File: src/rtl/mem_arb_pkg.sv
// Shared types and default constants for the two-port memory bus arbiter.
package mem_arb_pkg;

    typedef enum logic [2:0] {
        IDLE,
        REQ,
        WDATA,
        RDATA,
        DONE
    } arb_state_t;

    typedef enum logic {
        OWN_IC,
        OWN_DC
    } arb_owner_t;

    localparam int DEF_BEATS        = 8;
    localparam int DEF_STARVE_LIMIT = 4;

endpackage

File: src/rtl/mem_bus_arbiter.sv
// Two-requester burst arbiter for the external memory bus.
// The IF side (I-cache fill) and the MEM side (D-cache fill/writeback) share one
// bus; one fixed-length burst runs at a time and read beats go only to the owner.
// Optional build macro MEM_ARB_STARVE_EN: lets the IF side win a tie after
// STARVE_LIMIT consecutive MEM-side wins. Without it the MEM side has strict
// priority.
module mem_bus_arbiter
    import mem_arb_pkg::*;
#(
    parameter int ADDR_W       = 64,
    parameter int DATA_W       = 64,
    parameter int BEATS        = DEF_BEATS,
    parameter int STARVE_LIMIT = DEF_STARVE_LIMIT
) (
    input  logic              clk,
    input  logic              reset_n,
    input  logic              ic_req,
    input  logic [ADDR_W-1:0] ic_addr,
    output logic              ic_gnt,
    output logic              ic_rvalid,
    output logic              ic_done,
    input  logic              dc_req,
    input  logic              dc_we,
    input  logic [ADDR_W-1:0] dc_addr,
    input  logic [DATA_W-1:0] dc_wdata,
    output logic              dc_wnext,
    output logic              dc_gnt,
    output logic              dc_rvalid,
    output logic              dc_done,
    output logic [DATA_W-1:0] rdata,
    output logic              bus_req_valid,
    input  logic              bus_req_ready,
    output logic              bus_req_we,
    output logic [ADDR_W-1:0] bus_req_addr,
    output logic              bus_wvalid,
    input  logic              bus_wready,
    output logic [DATA_W-1:0] bus_wdata,
    input  logic              bus_rvalid,
    input  logic [DATA_W-1:0] bus_rdata
);

    localparam int              CNT_W     = (BEATS > 1) ? $clog2(BEATS) : 1;
    localparam logic [CNT_W-1:0] LAST_BEAT = CNT_W'(BEATS - 1);

    if (BEATS < 2 || STARVE_LIMIT < 1) begin : g_bad_param
        $error("mem_bus_arbiter: BEATS must be >= 2 and STARVE_LIMIT >= 1");
    end

    arb_state_t        state_q, state_d;
    arb_owner_t        owner_q, owner_d;
    logic [ADDR_W-1:0] addr_q, addr_d;
    logic              we_q, we_d;
    logic [CNT_W-1:0]  cnt_q, cnt_d;

    logic if_wins;
    logic any_req;
    assign any_req = ic_req | dc_req;

`ifdef MEM_ARB_STARVE_EN
    localparam int              SC_W      = $clog2(STARVE_LIMIT + 1);
    localparam logic [SC_W-1:0] SC_LIMIT  = SC_W'(STARVE_LIMIT);

    logic [SC_W-1:0] starve_q, starve_d;

    assign if_wins = ic_req & (~dc_req | (starve_q == SC_LIMIT));

    // Count MEM-side wins taken while the IF side was also waiting.
    always_comb begin
        starve_d = starve_q;
        if (state_q == IDLE && any_req) begin
            if (!ic_req || if_wins) starve_d = '0;
            else                    starve_d = starve_q + 1'b1;
        end
    end

    // Starvation counter register.
    always_ff @(posedge clk or negedge reset_n) begin
        if (!reset_n) starve_q <= '0;
        else          starve_q <= starve_d;
    end
`else
    assign if_wins = ic_req & ~dc_req;
`endif

    // State, ownership, latched request and beat counter.
    always_ff @(posedge clk or negedge reset_n) begin
        if (!reset_n) begin
            state_q <= IDLE;
            owner_q <= OWN_IC;
            addr_q  <= '0;
            we_q    <= 1'b0;
            cnt_q   <= '0;
        end else begin
            state_q <= state_d;
            owner_q <= owner_d;
            addr_q  <= addr_d;
            we_q    <= we_d;
            cnt_q   <= cnt_d;
        end
    end

    // Next-state: arbitration in IDLE, then request, beats, and a done cycle.
    always_comb begin
        state_d = state_q;
        owner_d = owner_q;
        addr_d  = addr_q;
        we_d    = we_q;
        cnt_d   = cnt_q;
        unique case (state_q)
            IDLE: begin
                if (any_req) begin
                    state_d = REQ;
                    if (if_wins) begin
                        owner_d = OWN_IC;
                        addr_d  = ic_addr;
                        we_d    = 1'b0;
                    end else begin
                        owner_d = OWN_DC;
                        addr_d  = dc_addr;
                        we_d    = dc_we;
                    end
                end
            end
            REQ: begin
                if (bus_req_ready) begin
                    cnt_d   = '0;
                    state_d = we_q ? WDATA : RDATA;
                end
            end
            WDATA: begin
                if (bus_wready) begin
                    if (cnt_q == LAST_BEAT) begin
                        cnt_d   = '0;
                        state_d = DONE;
                    end else begin
                        cnt_d = cnt_q + 1'b1;
                    end
                end
            end
            RDATA: begin
                if (bus_rvalid) begin
                    if (cnt_q == LAST_BEAT) begin
                        cnt_d   = '0;
                        state_d = DONE;
                    end else begin
                        cnt_d = cnt_q + 1'b1;
                    end
                end
            end
            DONE:    state_d = IDLE;
            default: state_d = IDLE;
        endcase
    end

    logic own_ic, busy, rd_beat, in_req, in_wdata;
    assign own_ic   = (owner_q == OWN_IC);
    assign busy     = (state_q != IDLE);
    assign in_req   = (state_q == REQ);
    assign in_wdata = (state_q == WDATA);
    assign rd_beat  = (state_q == RDATA) & bus_rvalid;

    // Outputs are gated by state so everything reads 0 while idle or in reset.
    assign ic_gnt        = busy & own_ic;
    assign dc_gnt        = busy & ~own_ic;
    assign bus_req_valid = in_req;
    assign bus_req_we    = in_req & we_q;
    assign bus_req_addr  = in_req ? addr_q : '0;
    assign bus_wvalid    = in_wdata;
    assign bus_wdata     = in_wdata ? dc_wdata : '0;
    assign dc_wnext      = in_wdata & bus_wready;
    assign rdata         = rd_beat ? bus_rdata : '0;
    assign ic_rvalid     = rd_beat & own_ic;
    assign dc_rvalid     = rd_beat & ~own_ic;
    assign ic_done       = (state_q == DONE) & own_ic;
    assign dc_done       = (state_q == DONE) & ~own_ic;

endmodule

File: config.mk
export PLATFORM = sky130hd
export DESIGN_NAME = mem_bus_arbiter
export DESIGN_NICKNAME = d
export VERILOG_FILES = /design/src/rtl/mem_arb_pkg.sv /design/src/rtl/mem_bus_arbiter.sv
export SDC_FILE = /design/constraint.sdc
export NUM_CORES = 1
export LEC_CHECK = 0
export CELL_PAD_IN_SITES_DETAIL_PLACEMENT = 1
export CELL_PAD_IN_SITES_GLOBAL_PLACEMENT = 1
export CORE_AREA = 4 4 181 183
export CTS_BUF_LIST = sky130_fd_sc_hd__clkbuf_4
export DETAILED_ROUTE_END_ITERATION = 8
export DIE_AREA = 0 0 185 187
export PLACE_DENSITY = 0.73
export SETUP_SLACK_MARGIN = 0.5
export SYNTH_ARGS = -nofsm -noshare
export SYNTH_HDL_FRONTEND = slang
export SYNTH_SLANG_ARGS = --single-unit
export TNS_END_PERCENT = 100
File: constraint.sdc
create_clock -name clk -period 3.4 [get_ports clk]
set_clock_uncertainty 0.2 [all_clocks]
set_input_delay 0.68 -clock clk [delete_from_list [all_inputs] [get_ports clk]]
set_output_delay 0.68 -clock clk [all_outputs]
set_load 0.01 [all_outputs]
==> summary.md <==
| Metric | Value |
|---|---|
| Antenna-violating nets left | `0` |
| Largest net degree at the start of global routing | `73` |
| Share of cells above drive strength 1 | `33.5%` |
| Peak fanout along the critical path | `16` |
| Post-Layout Cell Count | `1379` |
| Total negative slack | `0 ps` |
| Category of the worst setup path launch point | `flop` |
| Max clock buf depth | `2` |
| Headroom to the max-slew limit | `32.4%` |
| Syn. warnings | `0` |
| FMAX | `0.346 GHz` |
| First-pass GRT wire length | `38400 um` |
| Power density cells | `557 mW/mm2` |
| Worst supply voltage drop on vdd | `0.195 mV` |
| Number of H-tree branching levels | `3` |
| Transition time at the pin with the least slew margin | `1010 ps` |
| Insertion delay to the later sink of the worst-skew pair | `430 ps` |
| Worst reg2reg startpoint | `state_q[1]` |
| Post-DR vias/cell | `3.91` |
| Initial Util | `15.9%` |
| Boundary pin count | `466` |
| Standby leakage power | `4.75 nW` |
| Crit path time final | `2890 ps` |
| Commonest cells after routing, fill and taps aside | `sky130_fd_sc_hd__clkdlybuf4s50_1 (261), sky130_fd_sc_hd__and2_1 (182), sky130_fd_sc_hd__mux2_2 (126)` |
| Average instance area after synthesis | `10.4 um2` |
| Relative area change from synthesis to final layout | `109%` |
| Final weighted congestion in routability-driven placement | `0.800` |
| RSZ-0062 raised after global routing | `yes` |
| DP Area | `0.0101 mm2` |
| Core Box Area | `0.0312 mm2` |
| Most frequent standard cell in the layout excluding fill and tap cells | `sky130_fd_sc_hd__clkdlybuf4s50_1` |
| Clock Sink Count | `72` |
| Final core area utilization | `33.2%` |
| Post-Syn Instances | `480` |
| Clock edge transition at the registers on the reported setup and hold paths | `170 ps` |
| Final slew viol count | `0` |
| Rows | `65` |
| Number of distinct library cell variants in the gate-level netlist after synthesis | `28` |
| Total grt overflow | `0` |
| Synth Cell Area | `0.00497 mm2` |
| Net count, final | `1235` |
| First DRT Iteration DRCs | `138` |
| Total DRC errors in the routed layout | `0` |
| Class of the worst hold path | `primary input to async pin` |
| WP data required | `2520 ps` |
| FF+latch count, synth | `72` |
| Post-synthesis sequential area ratio | `36.3%` |
| Nature of the critical path endpoint | `output pin` |
| Die area | `0.0346 mm2` |
| TritonCTS clock tree | `built` |
| Buffers on Ports | `465` |
| Final standard cell area without fillers | `0.0104 mm2` |
| Number of global-route vias before repair | `5754` |
| WL final | `27300 um` |
| Number of violations of the max-capacitance limit | `0` |
| Count of TritonRoute iterations in the first routing pass | `4` |
| Synthesized netlist net count | `746` |
| Final Setup Violations | `0` |
| Final period utilization | `84.9%` |
| Class of the most critical setup path | `flop to output pin` |
| HPWL after detailed placement | `20700 um` |
| All-layer global routing usage | `14.8%` |
| Setup crit start | `state_q[1]` |
| Routed WL per cell | `19.8 um` |
| Clock buffer count from CTS | `9` |
| # placed instances | `1323` |
| Horizontal die dimension | `185 um` |
| Initial antenna violation count | `2` |
| Fill cell instance count of the final layout | `3613` |
| Status | `finished, final reports clean` |
| Worst Path Arrival | `2010 ps` |
| Vias | `5390` |
| Number of endpoints with negative hold slack in the final report | `0` |
| Vertical die dimension | `187 um` |
| Root Driver | `sky130_fd_sc_hd__clkbuf_4` |
==> per-stage QoR <==
| step | worst slack [ps] | total power, mW | hold WS [ps] |
|---|---|---|---|
| 6_report | 512 | 5.78 | 176 |
| 4_1_cts | 375 | 5.81 | 160 |
| 3_3_place_gp | 63.4 | 4.89 | 262 |
| 3_5_place_dp | 37.1 | 4.97 | 273 |
| 5_1_grt | 381 | 6.21 | 200 |
| 2_1_floorplan | 1090 | 3.05 | 184 |
==> metal layers <==
layer | routed length, um | vias up | GRT usage [%]
met5 | 7 | - | 0
met4 | 348 | 2 | 3.11
met3 | 2300 | 23 | 4.06
met2 | 14100 | 247 | 27.3
met1 | 10600 | 2560 | 16.9
li1 | - | 2558 | -
==> Yosys cell counts (all sizes together) <==
cell | count | area (um2)
and2 | 194 | 1210
mux2 | 129 | 1450
dfrtp | 72 | 1800
clkbuf | 21 | 81.3
buf | 17 | 131
nand2 | 8 | 30.0
nor2 | 5 | 18.8
nor3 | 5 | 36.3
inv | 4 | 15.0
a21oi | 3 | 15.0
mux2i | 3 | 30.0
nor2b | 3 | 18.8
o21ai | 3 | 15.0
and3 | 2 | 12.5
ha | 2 | 25.0
nand3 | 2 | 10.0
a211oi | 1 | 12.5
a22o | 1 | 8.76
nand2b | 1 | 6.26
nor3b | 1 | 12.5
o211ai | 1 | 7.51
o21a | 1 | 7.51
o22ai | 1 | 6.26
==> cell type report <==
class / instances / area [um2] / area share [%]
Inverter: 4 / 15.0 / 0.145
Clock inverter: 6 / 67.6 / 0.651
Clock buffer: 10 / 75.1 / 0.724
Multi-Input combinational cell: 366 / 3020 / 29.1
Timing Repair Buffer: 516 / 4880 / 47.1
Tap cell: 402 / 503 / 4.85
Antenna cell: 3 / 7.51 / 0.0724
Sequential cell: 72 / 1800 / 17.4
==> sequential cells by signal, summed over array words and instances (netlist names) <==
register	flops
state_q	3
owner_q	1
we_q	1
cnt_q	3
addr_q	64
==> critical path: stages (launching register included) <==
cell and delay (ps):
sky130_fd_sc_hd__dfrtp_2 440, sky130_fd_sc_hd__buf_4 150, sky130_fd_sc_hd__nand2b_4 100, sky130_fd_sc_hd__nor2_4 50
sky130_fd_sc_hd__buf_4 140, sky130_fd_sc_hd__bufbuf_16 270, sky130_fd_sc_hd__and2_1 180, sky130_fd_sc_hd__clkdlybuf4s15_1 240
==> power by group <==
group / total, mW / switching (mW) / leakage, nW / internal, mW
Combinational: 3.68 / 1.56 / 3.83 / 2.12
Clock: 0.598 / 0.362 / 0.0734 / 0.236
Sequential: 1.50 / 0.214 / 0.856 / 1.28
Total: 5.78 / 2.13 / 4.75 / 3.64
==> logic make-up after synthesis <==
family                   Yosys count  synth area share [%]
AO/OA/AOI/OAI                     11                  1.46
multiplexers                     132                  29.8
buffers and inverters             42                  4.58
flip-flops                        72                  36.3
AND/OR/NAND/NOR                  221                  27.3
adder cells (fa/ha/maj)            2                 0.504
==> worst paths after layout <==
kind                                 end  slack [ps]  cells after the start
setup / recovery           bus_wdata[24]         510                      7
setup reg to reg               addr_q[7]         750                      8
max in group asynchronous     state_q[1]        2070                      1
hold reg to reg               addr_q[56]         300                      1
hold / removal                addr_q[52]         180                      1
min in group clk              addr_q[56]         300                      1
==> what timing repair did <==
action / CTS / global route
pin swaps: 4 / 10
setup endpoints to repair: 202 / 110
gates cloned: 9 / 1
resized for setup: 336 / 176
hold buffers: 0 / 0
setup buffers: 21 / 6
No activity file was read; power rests on OpenSTA's default activity.
